===== src/rtl/pipe_regfile_pkg.sv =====
`default_nettype none
// ============================================================================
// Module      : regfile_pkg
// Description : Default widths, debug register index and register typedefs
//               shared by the pipelined register file and its bench.
// Revision    : 1.0 - initial release
// ============================================================================
package regfile_pkg;

    localparam int C_ADDRESS_WIDTH = 5;
    localparam int C_DATA_WIDTH    = 32;
    localparam int C_NUM_READ      = 2;
    localparam int C_DEBUG_REG     = 10;

    typedef logic [C_ADDRESS_WIDTH-1:0] reg_idx_t;
    typedef logic [C_DATA_WIDTH-1:0]    reg_word_t;

endpackage
`default_nettype wire


===== src/rtl/pipe_regfile_if.sv =====
`default_nettype none
// ============================================================================
// Module      : pipe_regfile_if
// Description : Write, read, issue and debug signals of the register file.
// Revision    : 1.0 - initial release
// ============================================================================
interface pipe_regfile_if #(
    parameter int ADDRESS_WIDTH = 5,
    parameter int DATA_WIDTH    = 32,
    parameter int NUM_READ      = 2
);
    logic                           we;
    logic [ADDRESS_WIDTH-1:0]       wa;
    logic [DATA_WIDTH-1:0]          wd;
    logic [NUM_READ*ADDRESS_WIDTH-1:0] ra;
    logic [NUM_READ*DATA_WIDTH-1:0] rd;
    logic [NUM_READ-1:0]            rbusy;
    logic                           iss_valid;
    logic [ADDRESS_WIDTH-1:0]       iss_rd;
    logic                           iss_ready;
    logic [ADDRESS_WIDTH:0]         busy_cnt;
    logic [DATA_WIDTH-1:0]          a0;

    modport master (
        output we, wa, wd, ra, iss_valid, iss_rd,
        input  rd, rbusy, iss_ready, busy_cnt, a0
    );

    modport slave (
        input  we, wa, wd, ra, iss_valid, iss_rd,
        output rd, rbusy, iss_ready, busy_cnt, a0
    );
endinterface
`default_nettype wire


===== src/rtl/pipe_regfile_scoreboard.sv =====
`default_nettype none
// ============================================================================
// Module      : regfile_scoreboard
// Description : Per-register busy bits with WAW issue stall and busy count.
// Revision    : 1.0 - initial release
// ============================================================================
module regfile_scoreboard
    import regfile_pkg::*;
#(
    parameter int ADDRESS_WIDTH = C_ADDRESS_WIDTH,
    parameter int NUM_READ      = C_NUM_READ
) (
    input  wire logic                              clk,
    input  wire logic                              rst,
    input  wire logic                              i_we,
    input  wire logic [ADDRESS_WIDTH-1:0]          i_wa,
    input  wire logic                              i_iss_valid,
    input  wire logic [ADDRESS_WIDTH-1:0]          i_iss_rd,
    input  wire logic [NUM_READ*ADDRESS_WIDTH-1:0] i_ra,
    output logic      [NUM_READ-1:0]               o_rbusy,
    output logic                                   o_iss_ready,
    output logic      [ADDRESS_WIDTH:0]            o_busy_cnt
);

    localparam int DEPTH = 2 ** ADDRESS_WIDTH;

    logic [DEPTH-1:0]       r_busy_q, w_busy_d;
    logic [ADDRESS_WIDTH:0] r_cnt_q, w_cnt_d;
    logic                   w_clr, w_clr_iss, w_ready, w_set, w_inc, w_dec;

    always_comb begin
        w_clr     = i_we && (i_wa != '0);
        w_clr_iss = w_clr && (i_wa == i_iss_rd);
        // A busy destination may still issue if this cycle's write retires it
        w_ready   = !((i_iss_rd != '0) && r_busy_q[i_iss_rd] && !w_clr_iss);
        w_set     = i_iss_valid && w_ready && (i_iss_rd != '0);
        w_inc     = w_set && !r_busy_q[i_iss_rd];
        w_dec     = w_clr && r_busy_q[i_wa] && !(w_set && (i_iss_rd == i_wa));

        w_busy_d = r_busy_q;
        if (w_clr) w_busy_d[i_wa] = 1'b0;
        if (w_set) w_busy_d[i_iss_rd] = 1'b1;

        w_cnt_d = r_cnt_q + {{ADDRESS_WIDTH{1'b0}}, w_inc}
                          - {{ADDRESS_WIDTH{1'b0}}, w_dec};
    end

    always_ff @(posedge clk or posedge rst) begin
        if (rst) begin
            r_busy_q <= '0;
            r_cnt_q  <= '0;
        end else begin
            r_busy_q <= w_busy_d;
            r_cnt_q  <= w_cnt_d;
        end
    end

    always_comb begin
        o_rbusy = '0;
        for (int i = 0; i < NUM_READ; i++) begin
            o_rbusy[i] = r_busy_q[i_ra[i*ADDRESS_WIDTH +: ADDRESS_WIDTH]];
        end
    end

    assign o_iss_ready = w_ready;
    assign o_busy_cnt  = r_cnt_q;

endmodule
`default_nettype wire


===== src/rtl/pipe_regfile.sv =====
`default_nettype none
// ============================================================================
// Module      : pipe_regfile
// Description : Multi-read register file with issue scoreboard and debug tap.
//               Define PIPE_REGFILE_BYPASS_EN for same-cycle write-to-read bypass.
// Revision    : 1.0 - initial release
// ============================================================================
module pipe_regfile
    import regfile_pkg::*;
#(
    parameter int ADDRESS_WIDTH = C_ADDRESS_WIDTH,
    parameter int DATA_WIDTH    = C_DATA_WIDTH,
    parameter int NUM_READ      = C_NUM_READ,
    parameter int DEBUG_REG     = C_DEBUG_REG
) (
    input wire logic clk,
    input wire logic rst,
    pipe_regfile_if.slave bus
);

    localparam int DEPTH = 2 ** ADDRESS_WIDTH;
    localparam logic [ADDRESS_WIDTH-1:0] C_DEBUG_IDX = ADDRESS_WIDTH'(DEBUG_REG);

    logic [DATA_WIDTH-1:0]          r_mem_q [DEPTH];
    logic [DATA_WIDTH-1:0]          w_mem_d [DEPTH];
    logic                           w_wr_en;
    logic [NUM_READ-1:0]            w_sb_rbusy;
    logic                           w_sb_ready;
    logic [ADDRESS_WIDTH:0]         w_sb_cnt;
    logic [ADDRESS_WIDTH-1:0]       w_ra;
    logic [NUM_READ*DATA_WIDTH-1:0] w_rd_all;
    logic [NUM_READ-1:0]            w_rbusy_all;
    logic [DATA_WIDTH-1:0]          w_a0;

    assign w_wr_en = bus.we && (bus.wa != '0);

    // Entry 0 is never written, so it holds its reset value of zero
    always_comb begin
        w_mem_d = r_mem_q;
        if (w_wr_en) w_mem_d[bus.wa] = bus.wd;
    end

    always_ff @(posedge clk or posedge rst) begin
        if (rst) begin
            for (int j = 0; j < DEPTH; j++) r_mem_q[j] <= '0;
        end else begin
            r_mem_q <= w_mem_d;
        end
    end

    regfile_scoreboard #(
        .ADDRESS_WIDTH (ADDRESS_WIDTH),
        .NUM_READ      (NUM_READ)
    ) u_scoreboard (
        .clk         (clk),
        .rst         (rst),
        .i_we        (bus.we),
        .i_wa        (bus.wa),
        .i_iss_valid (bus.iss_valid),
        .i_iss_rd    (bus.iss_rd),
        .i_ra        (bus.ra),
        .o_rbusy     (w_sb_rbusy),
        .o_iss_ready (w_sb_ready),
        .o_busy_cnt  (w_sb_cnt)
    );

    always_comb begin
        w_rd_all    = '0;
        w_rbusy_all = '0;
        w_ra        = '0;
        for (int i = 0; i < NUM_READ; i++) begin
            w_ra = bus.ra[i*ADDRESS_WIDTH +: ADDRESS_WIDTH];
            if (w_ra != '0) w_rd_all[i*DATA_WIDTH +: DATA_WIDTH] = r_mem_q[w_ra];
            w_rbusy_all[i] = w_sb_rbusy[i];
`ifdef PIPE_REGFILE_BYPASS_EN
            // Forwarded data is no longer pending unless re-issued this cycle
            if (w_wr_en && (w_ra == bus.wa)) begin
                w_rd_all[i*DATA_WIDTH +: DATA_WIDTH] = bus.wd;
                w_rbusy_all[i] = bus.iss_valid && w_sb_ready && (bus.iss_rd == bus.wa);
            end
`endif
        end
        if (rst) begin
            w_rd_all    = '0;
            w_rbusy_all = '0;
        end
    end

    always_comb begin
        w_a0 = (C_DEBUG_IDX != '0) ? r_mem_q[C_DEBUG_IDX] : '0;
`ifdef PIPE_REGFILE_BYPASS_EN
        if (w_wr_en && (bus.wa == C_DEBUG_IDX)) w_a0 = bus.wd;
`endif
        if (rst) w_a0 = '0;
    end

    assign bus.rd        = w_rd_all;
    assign bus.rbusy     = w_rbusy_all;
    assign bus.iss_ready = w_sb_ready | rst;
    assign bus.busy_cnt  = w_sb_cnt;
    assign bus.a0        = w_a0;

endmodule
`default_nettype wire


===== src/flat_wrapper.sv =====
// flat-port wrapper written by rule: the top's interface ports become plain ports
module pipe_regfile_flat import regfile_pkg::*;
#(
    parameter int ADDRESS_WIDTH = C_ADDRESS_WIDTH,
    parameter int DATA_WIDTH    = C_DATA_WIDTH,
    parameter int NUM_READ      = C_NUM_READ,
    parameter int DEBUG_REG     = C_DEBUG_REG
)
  (clk, rst, bus_we, bus_wa, bus_wd, bus_ra, bus_iss_valid, bus_iss_rd, bus_rd, bus_rbusy, bus_iss_ready, bus_busy_cnt, bus_a0);
  pipe_regfile_if #(.ADDRESS_WIDTH(ADDRESS_WIDTH), .DATA_WIDTH(DATA_WIDTH), .NUM_READ(NUM_READ)) bus_i ();
  input wire logic clk;
  input wire logic rst;
  input wire logic [$bits(bus_i.we)-1:0] bus_we;
  input wire logic [$bits(bus_i.wa)-1:0] bus_wa;
  input wire logic [$bits(bus_i.wd)-1:0] bus_wd;
  input wire logic [$bits(bus_i.ra)-1:0] bus_ra;
  input wire logic [$bits(bus_i.iss_valid)-1:0] bus_iss_valid;
  input wire logic [$bits(bus_i.iss_rd)-1:0] bus_iss_rd;
  output wire logic [$bits(bus_i.rd)-1:0] bus_rd;
  output wire logic [$bits(bus_i.rbusy)-1:0] bus_rbusy;
  output wire logic [$bits(bus_i.iss_ready)-1:0] bus_iss_ready;
  output wire logic [$bits(bus_i.busy_cnt)-1:0] bus_busy_cnt;
  output wire logic [$bits(bus_i.a0)-1:0] bus_a0;
  assign bus_i.we = bus_we;
  assign bus_i.wa = bus_wa;
  assign bus_i.wd = bus_wd;
  assign bus_i.ra = bus_ra;
  assign bus_i.iss_valid = bus_iss_valid;
  assign bus_i.iss_rd = bus_iss_rd;
  assign bus_rd = bus_i.rd;
  assign bus_rbusy = bus_i.rbusy;
  assign bus_iss_ready = bus_i.iss_ready;
  assign bus_busy_cnt = bus_i.busy_cnt;
  assign bus_a0 = bus_i.a0;
  pipe_regfile #(.ADDRESS_WIDTH(ADDRESS_WIDTH), .DATA_WIDTH(DATA_WIDTH), .NUM_READ(NUM_READ), .DEBUG_REG(DEBUG_REG)) u_core (.clk(clk), .rst(rst), .bus(bus_i));
endmodule

===== config.mk =====
export PLATFORM = sky130hd
export DESIGN_NAME = pipe_regfile_flat
export DESIGN_NICKNAME = d
export VERILOG_FILES = /design/src/rtl/pipe_regfile_pkg.sv /design/src/rtl/pipe_regfile_if.sv /design/src/rtl/pipe_regfile_scoreboard.sv /design/src/rtl/pipe_regfile.sv /design/src/flat_wrapper.sv
export SDC_FILE = /design/constraint.sdc
export NUM_CORES = 2
export LEC_CHECK = 0
export BUFFER_PORTS_ARGS = -buffer_cell sky130_fd_sc_hd__clkbuf_2
export CORE_MARGIN = 3
export CORE_UTILIZATION = 35
export CTS_CLUSTER_DIAMETER = 100
export CTS_CLUSTER_SIZE = 16
export DETAILED_ROUTE_END_ITERATION = 10
export PLACE_DENSITY = 0.48
export REMOVE_ABC_BUFFERS = 1
export SETUP_SLACK_MARGIN = 0.1
export SYNTH_ARGS = -nofsm -noshare
export SYNTH_HDL_FRONTEND = slang
export SYNTH_HIERARCHICAL = 1
export SYNTH_SLANG_ARGS = --single-unit

===== constraint.sdc =====
create_clock -name clk -period 99.3 [get_ports clk]
set_clock_uncertainty 0.1 [all_clocks]
set_input_delay 9.93 -clock clk [delete_from_list [all_inputs] [get_ports clk]]
set_output_delay 9.93 -clock clk [all_outputs]
set_load 0.03 [all_outputs]

# ---- Yosys cells after proc, flatten, opt, wreduce, memory -nomap -nowiden
# Index checks and enable logic that the tools add are counted.
dict set report word_totals {
  register_bits 1062
  word_cells 104
  out_inout_bits 105
}
dict set report op_classes {
  n_eq_ne 2
  n_reduce_logical 21
  n_mux 28
  order_cmp 10
  bitwise_logic 7
  n_addsub 2
}
# cell count
set op_table {}
lappend op_table {{$bwmux W1024} 1}
lappend op_table {{$bmux W32 S5} 2}
lappend op_table {{$mux W32} 10}
lappend op_table {{$demux W32 S5} 1}
lappend op_table {{$mux W64} 1}
lappend op_table {{$and A32 B32 Y32} 1}
lappend op_table {{$not A32 Y32} 1}
lappend op_table {{$or A32 B32 Y32} 1}
lappend op_table {{$lt A5 B6 Y1 const B} 4}
lappend op_table {{$bmux W1 S5} 4}
lappend op_table {{$reduce_bool A5 Y1} 4}
lappend op_table {{$ge A6 B6 Y1 const B} 3}
lappend op_table {{$not A5 Y6} 3}
lappend op_table {{$logic_and A1 B1 Y1} 13}
lappend op_table {{$demux W1 S5} 2}
lappend op_table {{$eq A5 B5 Y1} 2}
lappend op_table {{$ge A5 B1 Y1 const B} 2}
lappend op_table {{$add A6 B1 Y6} 1}
lappend op_table {{$lt A6 B1 Y1 const B} 1}
lappend op_table {{$mux W1} 6}
lappend op_table {{$sub A6 B1 Y6} 1}
lappend op_table {{$logic_not A1 Y1} 4}
lappend op_table {{$mux W2} 1}
lappend op_table {{$or A1 B1 Y1} 1}

# ---- Logic depth before layout (Yosys ltp)
dict set report depth {
  depth_word 12
  ltp_mapped 16
  depth_no_buf 13
}

# ---- By module
# The synthesis kept the hierarchy.
# module seq_area_each_um2 cells_each area_each_um2 instances
set by_module_without_submodules {}
lappend by_module_without_submodules {pipe_regfile 24823.8 3995 53148.5 1}
lappend by_module_without_submodules {regfile_scoreboard 950.9 301 3119.2 1}

# ---- Worst setup path before layout
# OpenSTA, ideal clock, no wires.
dict set report synth_path {
  kind {in2out}
  from {in rst}
  to {out bus_rd[31]}
  arrival_ps 33634
  setup_slack_ps 55636
  path_stages 6
  cell_sequence {inv_1 > and4_1 > clkbuf_1 > clkbuf_1 > a22oi_1 > nand4_1}
}
dict set report synth_between {
  elab_chain_cells 1
}
# element line_no
set synth_rtl {}
lappend synth_rtl {{start, declared} flat_wrapper.sv:12} ;# input wire logic rst;
lappend synth_rtl {{$mux W64} pipe_regfile.sv:83} ;# if (rst) begin
lappend synth_rtl {{end, declared} flat_wrapper.sv:19} ;# output wire logic [$bits(bus_i.rd)-1:0] bus_rd;
# Every way passes these cells.

# ---- Final worst setup path
dict set report layout_path {
  from {in bus_ra[6]}
  to {out bus_rd[53]}
}
dict set report layout_between {
  elab_chain_cells 6
  word_cells_on_any_way 7
  classes_between {5 x mux; 1 x bitwise; 1 x reduce/logical}
}
# element line_no
set layout_rtl {}
lappend layout_rtl {{start, declared} flat_wrapper.sv:16} ;# input wire logic [$bits(bus_i.ra)-1:0] bus_ra;
lappend layout_rtl {{$not A5 Y6 (implied by the code)} pipe_regfile.sv:73} ;# if (w_ra != '0) w_rd_all[i*DATA_WIDTH +: DATA_WIDTH] = r_mem_q[w_ra];
lappend layout_rtl {{$bmux W32 S5} pipe_regfile.sv:73}
lappend layout_rtl {{$mux W32 (implied by the code) (2 in a row)} pipe_regfile.sv:73}
lappend layout_rtl {{$mux W32 (*)} pipe_regfile.sv:73}
lappend layout_rtl {{$mux W64 (*)} pipe_regfile.sv:83}
# Every way passes the cells marked *; elsewhere a longest branch is shown, timed or not. The select of a mux whose other input is x is not followed.

==> impl_results.md <==
* IR drop worst, VDD at 0.01414 mV
* Met3 usage at 0.03437
* Sink Count at 1030
* Crit-path cells: buf_8 > buf_4 > buf_4 > buf_4 > mux2i_1 > a22oi_1 > a22oi_1 > nand4_1 > clkbuf_2
* Tcrit/Tclk final at 0.2420
* Slew @ Worst Pin at 1331 ps
* DR DRC count at 0
* Slew Limit Fails at 0
* Critical Path AT at 14000 ps
* Slowest CP cell: buf_4
* Static Leakage at 26.54 nW
* Chip Width at 407.0 µm
* Synth warn at 6
* Post-CTS Hold Fix Bufs at 0
* Crit Path Category: input pin to output pin
* Post_cts resized at 0
* Hold violation count in the final report at 0
* Sequential fraction of design power at 0.503
* Minimum clock period at 24030 ps
* Number of synthesized flops with an enable pin at 0
* Gate Count Post-Synth at 4296
* CTS tree: built
* Worst-path clk slew at 80 ps
* Max FO, Critical Path at 55
* RR Endpoint: u_core/u_scoreboard/o_busy_cnt[4]
* Path depth of the worst reg2reg path at 12
* Wirelength per Cell at 32.72 µm
* Post-synth top area share at 0.4581
* CP most frequent cell: buf_4
* Cell Pwr Density at 18.60 nW/µm²
* Placer Congestion at 0.7826
* Max frequency at 0.04161 GHz
* GRT overflow at 0
* Layout Nets at 4247
* 1st-iter DRT viols at 3308
* Chip height at 407.0 µm
* HPWL Detailed at 115500 µm
* Initial antenna violation count at 7
* Critical Path Start Type: input pin
* Worst relative slew slack at 0.1127
* Number of global-route vias before repair at 38662
* Met2 global-route usage at 0.3918
* Skew-Pair Late Insertion Delay at 700 ps
* Cell Rows at 146
* Largest area contributor in the netlist: dfrtp_1
* Crit-path leading delay family: buffers and inverters
* Root buf cell: clkbuf_16
* HP Class: flop to flop
* Termination of the worst setup path: bus_rd[53]
* TNS Setup at 0 ps
* Worst Path Buf+Inv at 5
* CP startpoint: bus_ra[6]
* CTS max path bufs at 3
* Async SR Flop Fraction at 1.000
* Max stage delay on crit path at 830 ps
* DR vias/cell at 6.061
* Internal at 781.6 µW
* Cell depth of the worst setup path at 9
* Synth Flop Type: dfrtp_1
* Routed Antenna Nets at 0
* RSZ-0062 raised after global routing: false
* Met1 usage at 0.3518
* First-pass GRT wire length at 296800 µm
* Max-cap violations at 0
* Reg2reg start: u_core/u_scoreboard/r_busy_q[11]
* Cts bufs inserted at 75
* Pin count of the biggest net entering global routing at 171
* Top post-synthesis cells by area: dfrtp_1 46%, mux2_2 19%, mux2i_1 11%, mux4_2 8.8%, a22oi_1 2.6%
* Area Overhead vs Synth at 8.083%
* Most frequent cells after synthesis: 1030 x dfrtp_1, 959 x mux2_2, 591 x mux2i_1
* All-Layer GR Usage at 0.2481
* Initial Util at 0.3536
* Min Hold Slack at 373.3 ps
* Top Usage Layer GRT: met2
* CP Data Required Time at 89270 ps
* Post-CTS setup buffers at 0
* I/O pins at 161
* Final setup vio count at 0
* Die area at 165600 µm²
* Routed wire length at 207400 µm
* Total number of H-tree levels at 3
* Gate power share at 0.234
* R2R setup slack at 95900 ps
* Synthesized area at 56270 µm²
* Status: finished clean
* Port bufs at 160
* Avg Cell Area, Syn at 13.10 µm²
* Post-Route Utilization at 0.3822
* Core Area at 159100 µm²
* 1st-pass router iterations at 5
* Share of cells above drive strength 1 at 0.3848
* Vias at 38419
* Sequential area share after synthesis at 0.4581
* Psw at 349.4 µW
* Distinct cells, synth at 58
* Setup crit end kind: output pin
* Sw frac at 0.3089
* Flops & latches, synth at 1030
* Clock power frac at 0.263
* Top-count cell post-synth: dfrtp_1
-- per-layer routing --
layer  wire (µm)  vias up  share of wire
met5           0        -              0
met4        6731        0          0.032
met3       11710      321          0.056
met2       95320     1325           0.46
met1       93640    20713           0.45
li1            -    16060              -
-- state kept, by name, indices dropped and copies added, names as in the netlist --
| name | cells |
|---|---|
| u_core/u_scoreboard/o_busy_cnt | 6 |
| u_core/r_mem_q | 992 |
| u_core/u_scoreboard/r_busy_q | 32 |
-- metrics by stage --
stage | instances | setup WS, ps | instance area, µm² | power (mW)
after floorplan | 3849 | 55120 | 54200 | 0.7498
after global placement | 6253 | 75250 | 58800 | 0.8339
after detailed placement | 6253 | 75230 | 58800 | 0.8399
after CTS | 6338 | 75210 | 60810 | 1.141
after global routing | 6338 | 75060 | 60810 | 1.189
final | 6339 | 75270 | 60820 | 1.131
-- worst min path at each step --
stage / from / cells after the start / slack, ps / endpoint
2_1_floorplan: u_core/u_scoreboard/r_busy_q[0] / 0 / 300 / u_core/u_scoreboard/r_busy_q[0]
3_3_place_gp: u_core/u_scoreboard/r_busy_q[0] / 0 / 350 / u_core/u_scoreboard/r_busy_q[0]
3_5_place_dp: u_core/u_scoreboard/r_busy_q[0] / 0 / 350 / u_core/u_scoreboard/r_busy_q[0]
4_1_cts: u_core/u_scoreboard/r_busy_q[0] / 0 / 370 / u_core/u_scoreboard/r_busy_q[0]
5_1_grt: u_core/u_scoreboard/r_busy_q[0] / 0 / 390 / u_core/u_scoreboard/r_busy_q[0]
6_report: u_core/u_scoreboard/r_busy_q[0] / 0 / 370 / u_core/u_scoreboard/r_busy_q[0]
-- cell type report --
| class | count | area [µm²] |
|---|---|---|
| Inverter | 13 | 56.30 |
| Clock buffer | 77 | 1927 |
| Antenna cell | 1 | 2.502 |
| Sequential cell | 1030 | 25770 |
| Clock inverter | 8 | 91.34 |
| Timing Repair Buffer | 258 | 1642 |
| Tap cell | 2146 | 2685 |
| Multi-Input combinational cell | 2806 | 28640 |
| Fill cell | 15258 | 98290 |
-- layout by cell type (no fill, tap or decap), types with 15 or more instances in the layout --
| cell | netlist | final |
|---|---|---|
| mux4_2 | 220 | 220 |
| nor2_4 | 0 | 18 |
| mux2_2 | 959 | 959 |
| buf_4 | 35 | 94 |
| o21ai_0 | 101 | 101 |
| nand2_2 | 0 | 15 |
| mux2_1 | 38 | 38 |
| a221oi_1 | 64 | 64 |
| nand2_1 | 176 | 161 |
| clkbuf_16 | 0 | 77 |
| o22ai_1 | 192 | 192 |
| o21ai_2 | 19 | 19 |
| a22oi_1 | 192 | 192 |
| clkbuf_2 | 2 | 155 |
| nor2b_1 | 40 | 34 |
| dfrtp_1 | 1030 | 1030 |
| mux2i_1 | 591 | 591 |
| nand4_1 | 65 | 65 |
-- logic make-up after synthesis --
group	share of synthesized area
AO/OA/AOI/OAI	0.07220
adder cells (fa/ha/maj)	0.001690
AND/OR/NAND/NOR	0.03616
buffers and inverters	0.03760
multiplexers	0.3927
flip-flops	0.4581
XOR/XNOR	0.001556
-- power by group through the flow --
stage          logic [mW]  registers [mW]  clock network [mW]
2_1_floorplan       0.192           0.558                   0
4_1_cts             0.266           0.566               0.309
5_1_grt             0.287           0.580               0.322
3_5_place_dp        0.265           0.574                   0
3_3_place_gp        0.261           0.572                   0
6_report            0.265           0.568               0.298
(Power assumes the default switching activity.)
